<file path="config.mk">
export PLATFORM = sky130hd
export DESIGN_NAME = mem_stage_lsu_flat
export DESIGN_NICKNAME = d
export VERILOG_FILES = /design/src/rtl/mem_stage_lsu_pkg.sv /design/src/rtl/mem_stage_lsu_if.sv /design/src/rtl/mem_stage_lsu_align.sv /design/src/rtl/mem_stage_lsu.sv /design/src/flat_wrapper.sv
export SDC_FILE = /design/constraint.sdc
export NUM_CORES = 1
export LEC_CHECK = 0
export BUFFER_PORTS_ARGS = -buffer_cell sky130_fd_sc_hd__buf_2
export CORE_UTILIZATION = 45
export CTS_BUF_LIST = sky130_fd_sc_hd__clkbuf_4 sky130_fd_sc_hd__clkbuf_8
export DETAILED_ROUTE_END_ITERATION = 16
export GPL_TIMING_DRIVEN = 1
export MAX_ROUTING_LAYER = met4
export PLACE_DENSITY = 0.78
export SETUP_SLACK_MARGIN = 0.02
export SLEW_MARGIN = 0
export SYNTH_ARGS = -nofsm -noshare
export SYNTH_HDL_FRONTEND = slang
export SYNTH_SLANG_ARGS = --single-unit
</file>
<file path="constraint.sdc">
create_clock -name clk -period 1.5 [get_ports clk]
set_input_delay 0.15 -clock clk [delete_from_list [all_inputs] [get_ports clk]]
set_output_delay 0.15 -clock clk [all_outputs]
set_load 0.01 [all_outputs]
</file>
<file path="src/rtl/mem_stage_lsu_pkg.sv">
// Shared types and helpers for the M-stage load/store unit: FSM state,
// access size decode and timeout counter sizing.
package lsu_pkg;

    typedef enum logic [1:0] {
        ST_IDLE = 2'd0,
        ST_BUSY = 2'd1,
        ST_DONE = 2'd2
    } lsu_state_t;

    typedef enum logic [1:0] {
        SZ_BYTE = 2'd0,
        SZ_HALF = 2'd1,
        SZ_WORD = 2'd2
    } access_size_t;

    localparam logic [2:0] F3_LB  = 3'b000;
    localparam logic [2:0] F3_LH  = 3'b001;
    localparam logic [2:0] F3_LW  = 3'b010;
    localparam logic [2:0] F3_LBU = 3'b100;
    localparam logic [2:0] F3_LHU = 3'b101;
    localparam logic [2:0] F3_SB  = 3'b000;
    localparam logic [2:0] F3_SH  = 3'b001;
    localparam logic [2:0] F3_SW  = 3'b010;

    function automatic int tmo_cnt_width(input int n);
        int w;
        w = $clog2(n + 1);
        return (w < 1) ? 1 : w;
    endfunction

    // Unused funct3 encodings fall through to a word access.
    function automatic access_size_t access_size(input logic [2:0] f3, input logic we);
        access_size_t sz;
        sz = SZ_WORD;
        if (we) begin
            case (f3)
                F3_SB:   sz = SZ_BYTE;
                F3_SH:   sz = SZ_HALF;
                default: sz = SZ_WORD;
            endcase
        end else begin
            case (f3)
                F3_LB, F3_LBU: sz = SZ_BYTE;
                F3_LH, F3_LHU: sz = SZ_HALF;
                default:       sz = SZ_WORD;
            endcase
        end
        return sz;
    endfunction

endpackage

</file>
<file path="src/rtl/mem_stage_lsu_if.sv">
// Single-outstanding data-memory handshake between the LSU (master) and
// the data memory (slave).
interface mem_stage_lsu_if;
    logic        dmem_req;
    logic        dmem_we;
    logic [31:0] dmem_addr;
    logic [31:0] dmem_wdata;
    logic [3:0]  dmem_be;
    logic        dmem_ack;
    logic [31:0] dmem_rdata;
    logic        dmem_err;

    modport master (
        output dmem_req, dmem_we, dmem_addr, dmem_wdata, dmem_be,
        input  dmem_ack, dmem_rdata, dmem_err
    );

    modport slave (
        input  dmem_req, dmem_we, dmem_addr, dmem_wdata, dmem_be,
        output dmem_ack, dmem_rdata, dmem_err
    );
endinterface

</file>
<file path="src/rtl/mem_stage_lsu_align.sv">
// Combinational lane logic: store byte-enables/replication, load extraction
// and extension, misalignment detect (only with LSU_MISALIGN_TRAP_EN).
module lsu_align
    import lsu_pkg::*;
(
    input  logic [2:0]  st_funct3,
    input  logic        st_we,
    input  logic [1:0]  st_addr_lo,
    input  logic [31:0] st_data,
    output logic [3:0]  be,
    output logic [31:0] wdata,
    output logic        misalign,
    input  logic [2:0]  ld_funct3,
    input  logic [1:0]  ld_addr_lo,
    input  logic [31:0] rdata,
    output logic [31:0] load_data
);

    access_size_t st_size;
    access_size_t ld_size;
    logic         sext;
    logic [7:0]   ld_byte;
    logic [15:0]  ld_half;

    assign st_size = access_size(st_funct3, st_we);
    assign ld_size = access_size(ld_funct3, 1'b0);
    assign sext    = ~ld_funct3[2];

    always_comb begin
        be    = 4'b1111;
        wdata = st_data;
        case (st_size)
            SZ_BYTE: begin
                be    = 4'b0001 << st_addr_lo;
                wdata = {4{st_data[7:0]}};
            end
            SZ_HALF: begin
                be    = st_addr_lo[1] ? 4'b1100 : 4'b0011;
                wdata = {2{st_data[15:0]}};
            end
            default: begin
                be    = 4'b1111;
                wdata = st_data;
            end
        endcase
    end

`ifdef LSU_MISALIGN_TRAP_EN
    assign misalign = ((st_size == SZ_HALF) && st_addr_lo[0]) ||
                      ((st_size == SZ_WORD) && (st_addr_lo != 2'b00));
`else
    assign misalign = 1'b0;
`endif

    always_comb begin
        ld_byte = rdata[7:0];
        case (ld_addr_lo)
            2'd0:    ld_byte = rdata[7:0];
            2'd1:    ld_byte = rdata[15:8];
            2'd2:    ld_byte = rdata[23:16];
            default: ld_byte = rdata[31:24];
        endcase
    end

    assign ld_half = ld_addr_lo[1] ? rdata[31:16] : rdata[15:0];

    always_comb begin
        load_data = rdata;
        case (ld_size)
            SZ_BYTE: load_data = {{24{sext & ld_byte[7]}}, ld_byte};
            SZ_HALF: load_data = {{16{sext & ld_half[15]}}, ld_half};
            default: load_data = rdata;
        endcase
    end

endmodule

</file>
<file path="src/rtl/mem_stage_lsu.sv">
// M-stage load/store unit: issues one aligned, byte-enabled data-memory access
// per instruction and stalls the pipeline until it completes.
// Optional misaligned-access trap: LSU_MISALIGN_TRAP_EN (see lsu_align).
//
// state | meaning
// IDLE  | no access outstanding; a new access is latched and issued here
// BUSY  | request on the bus, waiting for ack or timeout
// DONE  | result registered, pipeline released for one cycle
module mem_stage_lsu
    import lsu_pkg::*;
#(
    parameter int TIMEOUT_CYCLES = 255
) (
    input  logic            clk,
    input  logic            rst_n,
    input  logic            valid_m,
    input  logic            MemRead_m,
    input  logic            MemWrite_m,
    input  logic [2:0]      funct3_m,
    input  logic [31:0]     ALUResult_m,
    input  logic [31:0]     WriteData_m,
    output logic            stall_m,
    output logic [31:0]     ReadData_m,
    output logic            bus_err_m,
    output logic            misalign_m,
    mem_stage_lsu_if.master dmem
);

    localparam int CW        = tmo_cnt_width(TIMEOUT_CYCLES);
    localparam int TC_LAST_I = (TIMEOUT_CYCLES > 0) ? TIMEOUT_CYCLES - 1 : 0;
    localparam logic [CW-1:0] TC_LAST = TC_LAST_I[CW-1:0];

    lsu_state_t  state;
    lsu_state_t  state_nxt;
    logic        access;
    logic        issue;
    logic        tmo_hit;
    logic [CW-1:0] tmo_cnt;
    logic [2:0]  funct3_q;
    logic [1:0]  addr_lo_q;
    logic [3:0]  be_a;
    logic [31:0] wdata_a;
    logic [31:0] load_a;
    logic        misalign_a;

    assign access  = valid_m & (MemRead_m | MemWrite_m);
    assign issue   = (state == ST_IDLE) & access & ~misalign_a;
    assign tmo_hit = (TIMEOUT_CYCLES != 0) && (tmo_cnt == TC_LAST);

    lsu_align u_align (
        .st_funct3  (funct3_m),
        .st_we      (MemWrite_m),
        .st_addr_lo (ALUResult_m[1:0]),
        .st_data    (WriteData_m),
        .be         (be_a),
        .wdata      (wdata_a),
        .misalign   (misalign_a),
        .ld_funct3  (funct3_q),
        .ld_addr_lo (addr_lo_q),
        .rdata      (dmem.dmem_rdata),
        .load_data  (load_a)
    );

    always_ff @(posedge clk) begin
        if (!rst_n) state <= ST_IDLE;
        else        state <= state_nxt;
    end

    always_comb begin
        state_nxt = state;
        case (state)
            ST_IDLE: if (issue) state_nxt = ST_BUSY;
            ST_BUSY: if (dmem.dmem_ack || tmo_hit) state_nxt = ST_DONE;
            ST_DONE: state_nxt = ST_IDLE;
            default: state_nxt = ST_IDLE;
        endcase
    end

    always_comb begin
        stall_m    = 1'b0;
        misalign_m = 1'b0;
        if (rst_n) begin
            case (state)
                ST_IDLE: begin
                    stall_m    = issue;
                    misalign_m = access & misalign_a;
                end
                ST_BUSY: stall_m = 1'b1;
                default: stall_m = 1'b0;
            endcase
        end
    end

    // Request fields are frozen for the whole BUSY phase; ack wins over timeout.
    always_ff @(posedge clk) begin
        if (!rst_n) begin
            dmem.dmem_req   <= 1'b0;
            dmem.dmem_we    <= 1'b0;
            dmem.dmem_addr  <= '0;
            dmem.dmem_wdata <= '0;
            dmem.dmem_be    <= '0;
            ReadData_m      <= '0;
            bus_err_m       <= 1'b0;
            tmo_cnt         <= '0;
            funct3_q        <= '0;
            addr_lo_q       <= '0;
        end else begin
            case (state)
                ST_IDLE: begin
                    tmo_cnt <= '0;
                    if (issue) begin
                        dmem.dmem_req   <= 1'b1;
                        dmem.dmem_we    <= MemWrite_m;
                        dmem.dmem_addr  <= {ALUResult_m[31:2], 2'b00};
                        dmem.dmem_wdata <= wdata_a;
                        dmem.dmem_be    <= be_a;
                        funct3_q        <= funct3_m;
                        addr_lo_q       <= ALUResult_m[1:0];
                    end else if (access & misalign_a) begin
                        ReadData_m <= '0;
                        bus_err_m  <= 1'b0;
                    end
                end
                ST_BUSY: begin
                    tmo_cnt <= tmo_cnt + CW'(1);
                    if (dmem.dmem_ack) begin
                        dmem.dmem_req <= 1'b0;
                        ReadData_m    <= dmem.dmem_err ? 32'd0 : load_a;
                        bus_err_m     <= dmem.dmem_err;
                    end else if (tmo_hit) begin
                        dmem.dmem_req <= 1'b0;
                        ReadData_m    <= '0;
                        bus_err_m     <= 1'b1;
                    end
                end
                default: ;
            endcase
        end
    end

endmodule

</file>
<file path="src/flat_wrapper.sv">
// flat-port wrapper written by rule: the top's interface ports become plain ports
module mem_stage_lsu_flat import lsu_pkg::*;
#(
    parameter int TIMEOUT_CYCLES = 255
)
  (clk, rst_n, valid_m, MemRead_m, MemWrite_m, funct3_m, ALUResult_m, WriteData_m, stall_m, ReadData_m, bus_err_m, misalign_m, dmem_dmem_req, dmem_dmem_we, dmem_dmem_addr, dmem_dmem_wdata, dmem_dmem_be, dmem_dmem_ack, dmem_dmem_rdata, dmem_dmem_err);
  mem_stage_lsu_if dmem_i ();
  input  logic clk;
  input  logic rst_n;
  input  logic valid_m;
  input  logic MemRead_m;
  input  logic MemWrite_m;
  input  logic [2:0] funct3_m;
  input  logic [31:0] ALUResult_m;
  input  logic [31:0] WriteData_m;
  output logic stall_m;
  output logic [31:0] ReadData_m;
  output logic bus_err_m;
  output logic misalign_m;
  output wire logic [$bits(dmem_i.dmem_req)-1:0] dmem_dmem_req;
  output wire logic [$bits(dmem_i.dmem_we)-1:0] dmem_dmem_we;
  output wire logic [$bits(dmem_i.dmem_addr)-1:0] dmem_dmem_addr;
  output wire logic [$bits(dmem_i.dmem_wdata)-1:0] dmem_dmem_wdata;
  output wire logic [$bits(dmem_i.dmem_be)-1:0] dmem_dmem_be;
  input wire logic [$bits(dmem_i.dmem_ack)-1:0] dmem_dmem_ack;
  input wire logic [$bits(dmem_i.dmem_rdata)-1:0] dmem_dmem_rdata;
  input wire logic [$bits(dmem_i.dmem_err)-1:0] dmem_dmem_err;
  assign dmem_dmem_req = dmem_i.dmem_req;
  assign dmem_dmem_we = dmem_i.dmem_we;
  assign dmem_dmem_addr = dmem_i.dmem_addr;
  assign dmem_dmem_wdata = dmem_i.dmem_wdata;
  assign dmem_dmem_be = dmem_i.dmem_be;
  assign dmem_i.dmem_ack = dmem_dmem_ack;
  assign dmem_i.dmem_rdata = dmem_dmem_rdata;
  assign dmem_i.dmem_err = dmem_dmem_err;
  mem_stage_lsu #(.TIMEOUT_CYCLES(TIMEOUT_CYCLES)) u_core (.clk(clk), .rst_n(rst_n), .valid_m(valid_m), .MemRead_m(MemRead_m), .MemWrite_m(MemWrite_m), .funct3_m(funct3_m), .ALUResult_m(ALUResult_m), .WriteData_m(WriteData_m), .stall_m(stall_m), .ReadData_m(ReadData_m), .bus_err_m(bus_err_m), .misalign_m(misalign_m), .dmem(dmem_i));
endmodule
</file>
==> impl_metrics.json <==
{
  "cts_buffers": 17,
  "ctsLongestPathBuffers": 2,
  "tritoncts": "built",
  "firstDrtPassIters": 6,
  "yosysSeqAreaShare_pct": 44.8,
  "gp_congestion": 0.984,
  "routed_wl_um": 18100,
  "min-delay-start": "WriteData_m[2]",
  "max-slew-margin-rel_pct": 53.3,
  "syn_area_per_cell_um2": 8.48,
  "maxSlewViolCount": 0,
  "yosysWarnings": 0,
  "synth-seq-cells": 116,
  "crit_fanout": 16,
  "finalCriticalPeriod_ns": 1.52,
  "fill_cells": 802,
  "synth-edff-count": 0,
  "outcome": "finished with violations",
  "die_h_um": 109,
  "clk_pin_slew_ns": 0.07,
  "final_cell_mix": "buf_2, dfxtp_1, nand2_1",
  "clk_latency_ns": 0.42,
  "rows": 38,
  "syn_inst": 612,
  "vias": 5821,
  "period_share_pct": 101,
  "rr_startpoint": "u_core.addr_lo_q[0]$_SDFFE_PN0P_",
  "synthArstFlopShare_pct": 0,
  "drt_first_iter_violations": 430,
  "cts_root_buf": "clkbuf_8",
  "tightest_slew_ns": 0.700,
  "drive_above_1_share_pct": 37.3,
  "rsz0062_at_grt": "yes",
  "worst_setup_path_start_kind": "flop",
  "hold_ws_ns": 0.0284,
  "grt-ovfl-total": 0,
  "setup_viol": 13,
  "endpoint_kind": "flop",
  "place_area_um2": 6570,
  "setup_slack_ns": -0.0214,
  "min_path_type": "in2reg",
  "nets": 994,
  "syn2layout_area_growth_pct": 48.5,
  "ys.flop_type": "dfxtp_1",
  "violations": "negative setup slack",
  "postRouteAntennaNets": 0,
  "dpl.hpwl_um": 11500,
  "grt_usage_pct": 30.3,
  "yosysUniqueCellTypes": 47,
  "fmax_ghz": 0.657,
  "pwr_density_cell_nw_per_um2": 1050,
  "vias_per_cell": 5.61,
  "dieArea_um2": 12000,
  "dp.cells": 951,
  "final_cell_area_um2": 7700,
  "leakage_uw": 0.00351,
  "antenna_found_initial": 0,
  "die_width_um": 109,
  "skew_ns": 0.0116,
  "reg2reg_setup_slack_ns": -0.02,
  "required_ns": 1.81,
  "finalNonFillerCells": 1038,
  "grt_max_degree": 71,
  "start_util_pct": 47.0,
  "crit_start": "u_core.addr_lo_q[0]$_SDFFE_PN0P_",
  "post-route-drc-count": 0,
  "worstPathArrival_ns": 1.83,
  "wl_per_cell_um": 17.5,
  "maxCapViolCount": 0,
  "synth_area_um2": 5190,
  "io_pins": 211,
  "total_power_uw": 8060,
  "portBuffers": 207,
  "cts.sinks": 116,
  "crit_type": "reg2reg",
  "finalHoldViolations": 0,
  "grt_pass1_vias": 5593,
  "grt_pass1_wl_um": 27100,
  "final_common_cell": "buf_2",
  "pre_cts_slack_ns": -0.112,
  "antenna_cells": 0,
  "fp.coreArea_um2": 11000,
  "peakVddDrop_v": 0.000607,
  "cts_max_level": 4
}
power breakdown:
| part | switching [uW] | total [uW] | internal [uW] |
|---|---|---|---|
| sequential | 95.8 | 3340 | 3250 |
| combinational | 825 | 1540 | 712 |
| clock | 1260 | 3180 | 1920 |
through the flow:
| stage | util, % | setup TNS, ns |
|---|---|---|
| final | 69.8 | -0.156 |
| after global routing | 69.8 | -1.13 |
| after CTS | 67.8 | -0.0895 |
| after detailed placement | 59.6 | -2.41 |
| after global placement | 59.6 | -0.778 |
| after floorplan | - | -0.0472 |
repair_timing:
| action | 4_1_cts | 5_1_grt |
|---|---|---|
| resized for setup | 11 | 33 |
| gates cloned | 1 | 2 |
| setup endpoints to repair | 32 | 43 |
| hold buffers | 42 | 0 |
| pin swaps | 6 | 12 |
| endpoints found under the hold margin | 41 | 0 |
| setup buffers | 2 | 11 |
Yosys cell counts (all sizes together), types with 2 or more instances:
cell type	number	share of area [%]
dfxtp	116	45
mux2	9	2.0
nor2	28	2.0
inv	23	1.7
nand3b	9	1.3
a211oi	9	1.3
o32ai	6	1.0
nand4	4	0.48
clkbuf	27	2.0
nand2	109	7.9
nor2b	6	0.72
o211ai	17	2.5
o21ai	25	2.4
a22o	17	2.9
nand3	2	0.19
a311oi	8	1.4
nor3	6	0.68
xor2	3	0.51
or3	9	1.1
a32o	6	1.2
a22oi	2	0.55
mux2i	25	4.8
a21o	16	2.3
ha	2	0.48
buf	23	2.7
a21oi	85	8.4
nand2b	9	1.2
area by class of cell:
cell class / instances / area, um2 / share of cell area [%]
flip-flops and latches: 116 / 2330 / 30.3
inverters: 23 / 86.3 / 1.12
clock inverters: 10 / 155 / 2.01
clock buffers: 21 / 277 / 3.59
repair buffers: 302 / 2000 / 26.0
well taps: 140 / 175 / 2.27
multi-input cells: 426 / 2670 / 34.7
worst paths after layout:
path / to / depth (start not counted)
setup / recovery: u_core.ReadData_m[24]$_SDFFE_PN0P_ / 5
hold reg to reg: u_core.dmem.dmem_addr[31]$_SDFFE_PN0P_ / 2
hold / removal: u_core.dmem.dmem_wdata[2]$_SDFFE_PN0P_ / 3
setup reg to reg: u_core.ReadData_m[24]$_SDFFE_PN0P_ / 5
critical path, cell delays in order (launching register included):
cell     delay [ns]
dfxtp_4        0.38
mux2_4         0.34
a22oi_4        0.26
a21oi_4        0.10
buf_12         0.15
a22o_1         0.18
routing by layer:
metal | part of all wire, % | vias to the layer above | global-route usage (%)
met4 | 3.0 | 0 | 13.0
met2 | 49 | 317 | 50.4
met1 | 40 | 2752 | 35.6
met5 | 0 | - | -
met3 | 8.0 | 47 | 6.11
li1 | - | 2705 | -
sequential cells by signal, summed over array words and instances (netlist names):
name	flops
u_core.bus_err_m	1
u_core.dmem.dmem_wdata	32
u_core.tmo_cnt	8
u_core.dmem.dmem_req	1
u_core.state	2
u_core.dmem.dmem_we	1
u_core.dmem.dmem_be	4
u_core.funct3_q	3
u_core.addr_lo_q	2
u_core.ReadData_m	32
u_core.dmem.dmem_addr	30
kinds of logic (layout without fill, tap and decap cells):
family	Yosys count	in the layout	share of synthesized area (%)
xor gates and xnor gates	4	4	0.675
adders and majority gates	2	2	0.482
buffers and inverters	73	356	6.34
muxes	34	34	6.78
other	1	3	0.0723
DFF	116	116	44.8
and+or+nand+nor	186	186	16.2
AOI/OAI and AO/OA	196	197	24.7
Power figures use the tool's default switching activity.
